**src/rtl/clk_reset_sequencer.sv**
```systemverilog
// MMCM supervisor: drives MMCM reset, waits for a stable lock with bounded retries,
// then releases peripheral reset followed by core reset after a fixed stagger.
module clk_reset_sequencer #(
    parameter int SYNC_STAGES     = 2,
    parameter int MMCM_RST_CYCLES = 16,
    parameter int LOCK_TIMEOUT    = 65536,
    parameter int STABLE_CYCLES   = 256,
    parameter int STAGGER_CYCLES  = 16,
    parameter int MAX_RETRIES     = 7
) (
    input  logic       clk,
    input  logic       reset,
    input  logic       mmcm_locked_async,
    output logic       mmcm_reset,
    output logic       rst_periph,
    output logic       rst_core,
    output logic       ready,
    output logic       lock_fail,
    output logic [3:0] retry_count
);

    localparam int MAX_A     = (MMCM_RST_CYCLES > LOCK_TIMEOUT) ? MMCM_RST_CYCLES : LOCK_TIMEOUT;
    localparam int MAX_B     = (STABLE_CYCLES > STAGGER_CYCLES) ? STABLE_CYCLES : STAGGER_CYCLES;
    localparam int MAX_COUNT = (MAX_A > MAX_B) ? MAX_A : MAX_B;
    localparam int CNT_W     = (MAX_COUNT > 1) ? $clog2(MAX_COUNT) : 1;

    localparam logic [CNT_W-1:0] MRST_LAST    = CNT_W'(MMCM_RST_CYCLES - 1);
    localparam logic [CNT_W-1:0] TIMEOUT_LAST = CNT_W'(LOCK_TIMEOUT - 1);
    localparam logic [CNT_W-1:0] STABLE_LAST  = CNT_W'(STABLE_CYCLES - 1);
    localparam logic [CNT_W-1:0] STAGGER_LAST = CNT_W'(STAGGER_CYCLES - 1);
    localparam logic [CNT_W-1:0] CNT_ONE      = CNT_W'(1);
    localparam logic [3:0]       RETRY_LIMIT  = 4'(MAX_RETRIES);

    localparam logic [2:0] ST_MMCM_RST  = 3'd0;
    localparam logic [2:0] ST_WAIT_LOCK = 3'd1;
    localparam logic [2:0] ST_STABLE    = 3'd2;
    localparam logic [2:0] ST_PERIPH    = 3'd3;
    localparam logic [2:0] ST_RUN       = 3'd4;
    localparam logic [2:0] ST_FAIL      = 3'd5;

    logic [SYNC_STAGES-1:0] sync_q, sync_d;
    logic [2:0]             state_q, state_d;
    logic [CNT_W-1:0]       cnt_q, cnt_d;
    logic [3:0]             retry_q, retry_d;
    logic                   mmcm_reset_q, mmcm_reset_d;
    logic                   rst_periph_q, rst_periph_d;
    logic                   rst_core_q, rst_core_d;
    logic                   ready_q, ready_d;
    logic                   lock_fail_q, lock_fail_d;
    logic                   locked_s;

    assign sync_d[0] = mmcm_locked_async;
    for (genvar gi = 1; gi < SYNC_STAGES; gi++) begin : g_sync
        assign sync_d[gi] = sync_q[gi-1];
    end
    assign locked_s = sync_q[SYNC_STAGES-1];

    always_comb begin
        state_d = state_q;
        cnt_d   = cnt_q;
        retry_d = retry_q;
        case (state_q)
            ST_MMCM_RST: begin
                if (cnt_q == MRST_LAST) begin
                    state_d = ST_WAIT_LOCK;
                    cnt_d   = '0;
                end else begin
                    cnt_d = cnt_q + CNT_ONE;
                end
            end
            ST_WAIT_LOCK: begin
                // Lock arriving on the timeout cycle takes priority over a retry.
                if (locked_s) begin
                    state_d = ST_STABLE;
                    cnt_d   = '0;
                end else if (cnt_q == TIMEOUT_LAST) begin
                    cnt_d = '0;
                    if (retry_q == RETRY_LIMIT) begin
                        state_d = ST_FAIL;
                    end else begin
                        retry_d = retry_q + 4'd1;
                        state_d = ST_MMCM_RST;
                    end
                end else begin
                    cnt_d = cnt_q + CNT_ONE;
                end
            end
            ST_STABLE: begin
                if (!locked_s) begin
                    state_d = ST_WAIT_LOCK;
                    cnt_d   = '0;
                end else if (cnt_q == STABLE_LAST) begin
                    state_d = ST_PERIPH;
                    cnt_d   = '0;
                end else begin
                    cnt_d = cnt_q + CNT_ONE;
                end
            end
            ST_PERIPH: begin
                if (!locked_s) begin
                    state_d = ST_MMCM_RST;
                    cnt_d   = '0;
                end else if (cnt_q == STAGGER_LAST) begin
                    state_d = ST_RUN;
                    cnt_d   = '0;
                    retry_d = 4'd0;
                end else begin
                    cnt_d = cnt_q + CNT_ONE;
                end
            end
            ST_RUN: begin
                if (!locked_s) begin
                    state_d = ST_MMCM_RST;
                    cnt_d   = '0;
                end
            end
            ST_FAIL: begin
                state_d = ST_FAIL;
            end
            default: begin
                state_d = ST_MMCM_RST;
                cnt_d   = '0;
            end
        endcase
    end

    // Outputs come from the next state so they change on the same edge as the state.
    always_comb begin
        mmcm_reset_d = (state_d == ST_MMCM_RST) || (state_d == ST_FAIL);
        rst_periph_d = !((state_d == ST_PERIPH) || (state_d == ST_RUN));
        rst_core_d   = (state_d != ST_RUN);
        ready_d      = (state_d == ST_RUN);
        lock_fail_d  = (state_d == ST_FAIL);
    end

    always_ff @(posedge clk) begin
        if (reset) begin
            sync_q       <= '0;
            state_q      <= ST_MMCM_RST;
            cnt_q        <= '0;
            retry_q      <= 4'd0;
            mmcm_reset_q <= 1'b1;
            rst_periph_q <= 1'b1;
            rst_core_q   <= 1'b1;
            ready_q      <= 1'b0;
            lock_fail_q  <= 1'b0;
        end else begin
            sync_q       <= sync_d;
            state_q      <= state_d;
            cnt_q        <= cnt_d;
            retry_q      <= retry_d;
            mmcm_reset_q <= mmcm_reset_d;
            rst_periph_q <= rst_periph_d;
            rst_core_q   <= rst_core_d;
            ready_q      <= ready_d;
            lock_fail_q  <= lock_fail_d;
        end
    end

    assign mmcm_reset  = mmcm_reset_q;
    assign rst_periph  = rst_periph_q;
    assign rst_core    = rst_core_q;
    assign ready       = ready_q;
    assign lock_fail   = lock_fail_q;
    assign retry_count = retry_q;

endmodule

```
**config.mk**
```make
export PLATFORM = sky130hd
export DESIGN_NAME = clk_reset_sequencer
export DESIGN_NICKNAME = d
export VERILOG_FILES = /design/src/rtl/clk_reset_sequencer.sv
export SDC_FILE = /design/constraint.sdc
export NUM_CORES = 1
export LEC_CHECK = 0
export BUFFER_PORTS_ARGS = -buffer_cell sky130_fd_sc_hd__clkbuf_2
export CORE_UTILIZATION = 63
export DETAILED_ROUTE_END_ITERATION = 7
export GPL_ROUTABILITY_DRIVEN = 0
export PLACE_DENSITY_LB_ADDON = 0.15
export SYNTH_ARGS = -nofsm -noshare
export SYNTH_HDL_FRONTEND = slang
export SYNTH_SLANG_ARGS = --single-unit
export TNS_END_PERCENT = 1
```
**constraint.sdc**
```tcl
create_clock -name clk -period 3.64 [get_ports clk]
set_input_delay 0.182 -clock clk [delete_from_list [all_inputs] [get_ports clk]]
set_output_delay 0.182 -clock clk [all_outputs]
set_load 0.03 [all_outputs]
```
==> summary.txt <==
Floorplanning
  – Initial standard-cell utilization of the core: 0.662
  – Full die area: 2790 sq um
  – Top-Level Pins: 12
  – Width of the chip: 52.8 microns
  – Total core area: 2450 sq um
  – Row Count: 18
  – Die span in y: 52.8 microns

Power and ir drop
  – Proportion of power drawn by combinational gates: 0.027
  – Static Leak: 0.608 nW
  – Max rail drop VDD: 0.000293 V
  – Portion of total power attributed to the clock network: 0.376
  – Power per Cell Area: 329 nW/um^2
  – Switching part of the total: 0.233
  – Net Sw Power: 0.131 mW
  – Sequential Power Share: 0.597
  – Internal power: 0.432 mW
  – Total Power: 0.563 mW

Timing
  – Total of endpoints with negative setup slack in the final report: 0
  – Period minus WS final: 2760 ps
  – Clock Skew: 12.3 ps
  – Min Hold Slack: 55.4 ps
  – Setup repair after global routing missed its margin: no
  – Portion of the clock cycle consumed by the worst path in the final layout: 0.757
  – Hold violation count in the final report: 0
  – Setup slack of the critical path after layout: 885 ps
  – Relative max-transition margin: 0.202
  – Final Max Tran Viols: 0
  – Maximum operating frequency: 0.363 GHz
  – Setup TNS: 0 ps
  – Actual transition at the worst max-transition pin: 1200 ps

Placement
  – Port Buffers: 11
  – Area post-placement: 1650 sq um
  – Pre-CTS setup slack: 906 ps
  – DP Wirelength: 2120 microns

Cells and area
  – Area overhead of the layout relative to synthesis: 5.08%
  – Final antenna diode count: 0
  – Post-layout instance area: 1710 sq um
  – Fraction of final layout cells with drive strength greater than 1: 0.140
  – Net count of the finished layout: 204

Worst setup path
  – Delay contributed by the slowest stage of the critical path: 700 ps
  – Setup Crit Path Kind: reg2reg
  – Category of the worst setup path capture point: register
  – Slowest cell on the critical path: sky130_fd_sc_hd__nor4_1
  – Req. time, crit path: 3840 ps
  – Crit-path cells: ha_1, nand3_4, nor4_1, o221ai_2, a41oi_1, a311oi_1
  – Data arrival at the endpoint of the critical path: 2950 ps
  – Crit start category: register
  – Combined buffer and inverter count along the critical path: 0
  – Worst path top cell family by delay: compound AO/OA/AOI/OAI gates
  – Max Fanout on Critical Path: 30

Synthesis
  – Dominant register cell in the synthesized netlist: sky130_fd_sc_hd__dfxtp_1
  – Synth top area share: 0.370
  – Cell taking the most area after synthesis: sky130_fd_sc_hd__dfxtp_1
  – Number of flops mapped to enable cells by yosys: 0
  – Synthesized Nets: 198
  – Sequential share of the synthesized area: 0.370
  – Combined area of all synthesized cells: 1630 sq um
  – Ys Warns: 0
  – Cell variety after synth: 45
  – Avg Cell Area, Syn: 8.42 sq um
  – Ys async rst share: 0
  – Cells after synthesis: 193
  – Largest cells by area after synthesis: sky130_fd_sc_hd__dfxtp_1, sky130_fd_sc_hd__nand2_1, sky130_fd_sc_hd__nand3_1
  – FF+latch count, synth: 30

Clock tree
  – H-tree level count: 2
  – Total of cells resized after clock tree synthesis: 0
  – Post CTS Setup Buffer Count: 0
  – CTS Buffer Depth: 2
  – Number of clock sinks: 30
  – Buffer type at the clock tree root: sky130_fd_sc_hd__clkbuf_4
  – CTS tree: built
  – Clock latency of the later-clocked register in the worst-skew pair: 340 ps
  – Number of hold buffers added after cts: 0
  – Post-CTS clock slew at the launch and capture registers of the worst setup and hold paths: 100 ps
  – Clock buffer count from CTS: 5

Drt
  – Iteration count of the initial detailed-routing pass: 4
  – Via-per-instance ratio: 6.30
  – Drt total wl: 3170 microns
  – Number of DRC markers in iteration 0: 35
  – Count of antenna-violating nets left after detailed routing: 0
  – # DRC: 0
  – Final routed wire length divided by cell count: 13.8 microns
  – Routed via count: 1449

Global routing
  – Maximum number of pins on one net before global-route repair: 31
  – Overflow after GRT: 0
  – Antenna violations before repair: 0
  – First-pass GRT wire length: 5140 microns
  – Number of global-route vias before repair: 1223
  – GRT Overall Usage: 0.257

Job
  – Max-cap violations: 0

Hold path
  – Tightest Hold Check Type: in2reg

Run status
  – Status: finished, final reports clean
cell type report:
class                   instances  area (sq um)
multi-input cells             149           947
inverters                       2          7.51
repair buffers                 11          55.1
clock buffers                   7          55.1
well taps                      30          37.5
fillers                       209           747
flip-flops and latches         30           601
clock inverters                 1          5.00
through the flow:
| stage | util | cells |
|---|---|---|
| finish | 0.696 | 230 |
| global route | 0.696 | 230 |
| CTS | 0.696 | 230 |
| detailed placement | 0.671 | 222 |
| global placement | 0.671 | 222 |
| floorplan | - | 193 |
cells by family (layout without fill, tap and decap cells):
group / count (synthesis) / count (layout) / share of synthesized area
AOI/OAI and AO/OA: 42 / 42 / 0.186
xor gates and xnor gates: 3 / 3 / 0.0162
adders and majority gates: 2 / 2 / 0.0154
buffers and inverters: 14 / 21 / 0.0477
DFF: 30 / 30 / 0.370
muxes: 3 / 3 / 0.0185
and+or+nand+nor: 99 / 99 / 0.346
registers in the layout (all words and copies together), names as in the netlist:
| register | count |
|---|---|
| rst_periph | 1 |
| sync_q | 2 |
| lock_fail | 1 |
| cnt_q | 16 |
| retry_count | 4 |
| state_q | 3 |
| mmcm_reset | 1 |
| ready | 1 |
| rst_core | 1 |
synth_stat cells (all sizes together), types with 2 or more instances:
library cell / number
a311oi: 6
mux2i: 3
dfxtp: 30
a211oi: 4
nor2b: 5
nor2: 18
and3: 3
and3b: 2
nor4: 3
o21ai: 7
o21a: 2
o211ai: 3
nand3: 16
or4: 3
buf: 5
xnor2: 3
or2: 4
nand2b: 5
ha: 2
inv: 2
a21oi: 8
nand4: 3
nand3b: 3
a31oi: 8
nand2: 24
clkbuf: 7
nor3: 5
worst paths after layout:
kind	slack, ps	start	end	cells past startpoint
hold / removal	60	mmcm_locked_async	sync_q[0]	2
setup reg to reg	880	cnt_q[0]	cnt_q[14]	6
hold reg to reg	470	sync_q[0]	sync_q[1]	1
setup / recovery	880	cnt_q[0]	cnt_q[14]	6
per-layer routing:
| metal | vias to the layer above | wire (microns) | GRT usage |
|---|---|---|---|
| met2 | 49 | 1490 | 0.422 |
| met4 | 0 | 44 | 0.114 |
| met3 | 6 | 225 | 0.0870 |
| li1 | 724 | - | - |
| met5 | - | 0 | 0 |
| met1 | 670 | 1410 | 0.299 |
power by group through the flow:
stage	Clock [mW]	Combinational, mW	Sequential [mW]
floorplan	0	0.0134	0.342
global placement	0	0.0146	0.343
detailed placement	0	0.0153	0.343
CTS	0.213	0.0154	0.336
global route	0.226	0.0169	0.337
finish	0.211	0.0152	0.336
cell usage in the layout (no fill, tap or decap), types with 2 or more instances in the layout:
cell type and instances:
sky130_fd_sc_hd__a211oi_1 3, sky130_fd_sc_hd__a21oi_1 8, sky130_fd_sc_hd__a311oi_1 6, sky130_fd_sc_hd__a31oi_1 8, sky130_fd_sc_hd__and3_1 3, sky130_fd_sc_hd__and3b_1 2
sky130_fd_sc_hd__clkbuf_2 11, sky130_fd_sc_hd__clkbuf_4 5, sky130_fd_sc_hd__dfxtp_1 30, sky130_fd_sc_hd__ha_1 2, sky130_fd_sc_hd__inv_1 2, sky130_fd_sc_hd__mux2i_1 3
sky130_fd_sc_hd__nand2_1 24, sky130_fd_sc_hd__nand2b_1 5, sky130_fd_sc_hd__nand3_1 15, sky130_fd_sc_hd__nand3b_1 3, sky130_fd_sc_hd__nand4_1 3, sky130_fd_sc_hd__nor2_1 18
sky130_fd_sc_hd__nor2b_1 4, sky130_fd_sc_hd__nor3_1 5, sky130_fd_sc_hd__nor4_4 2, sky130_fd_sc_hd__o211ai_1 2, sky130_fd_sc_hd__o21a_1 2, sky130_fd_sc_hd__o21ai_0 2
sky130_fd_sc_hd__o21ai_1 5, sky130_fd_sc_hd__or2_1 3, sky130_fd_sc_hd__or4_4 2, sky130_fd_sc_hd__xnor2_1 3
No activity file was read; power rests on OpenSTA's default activity.
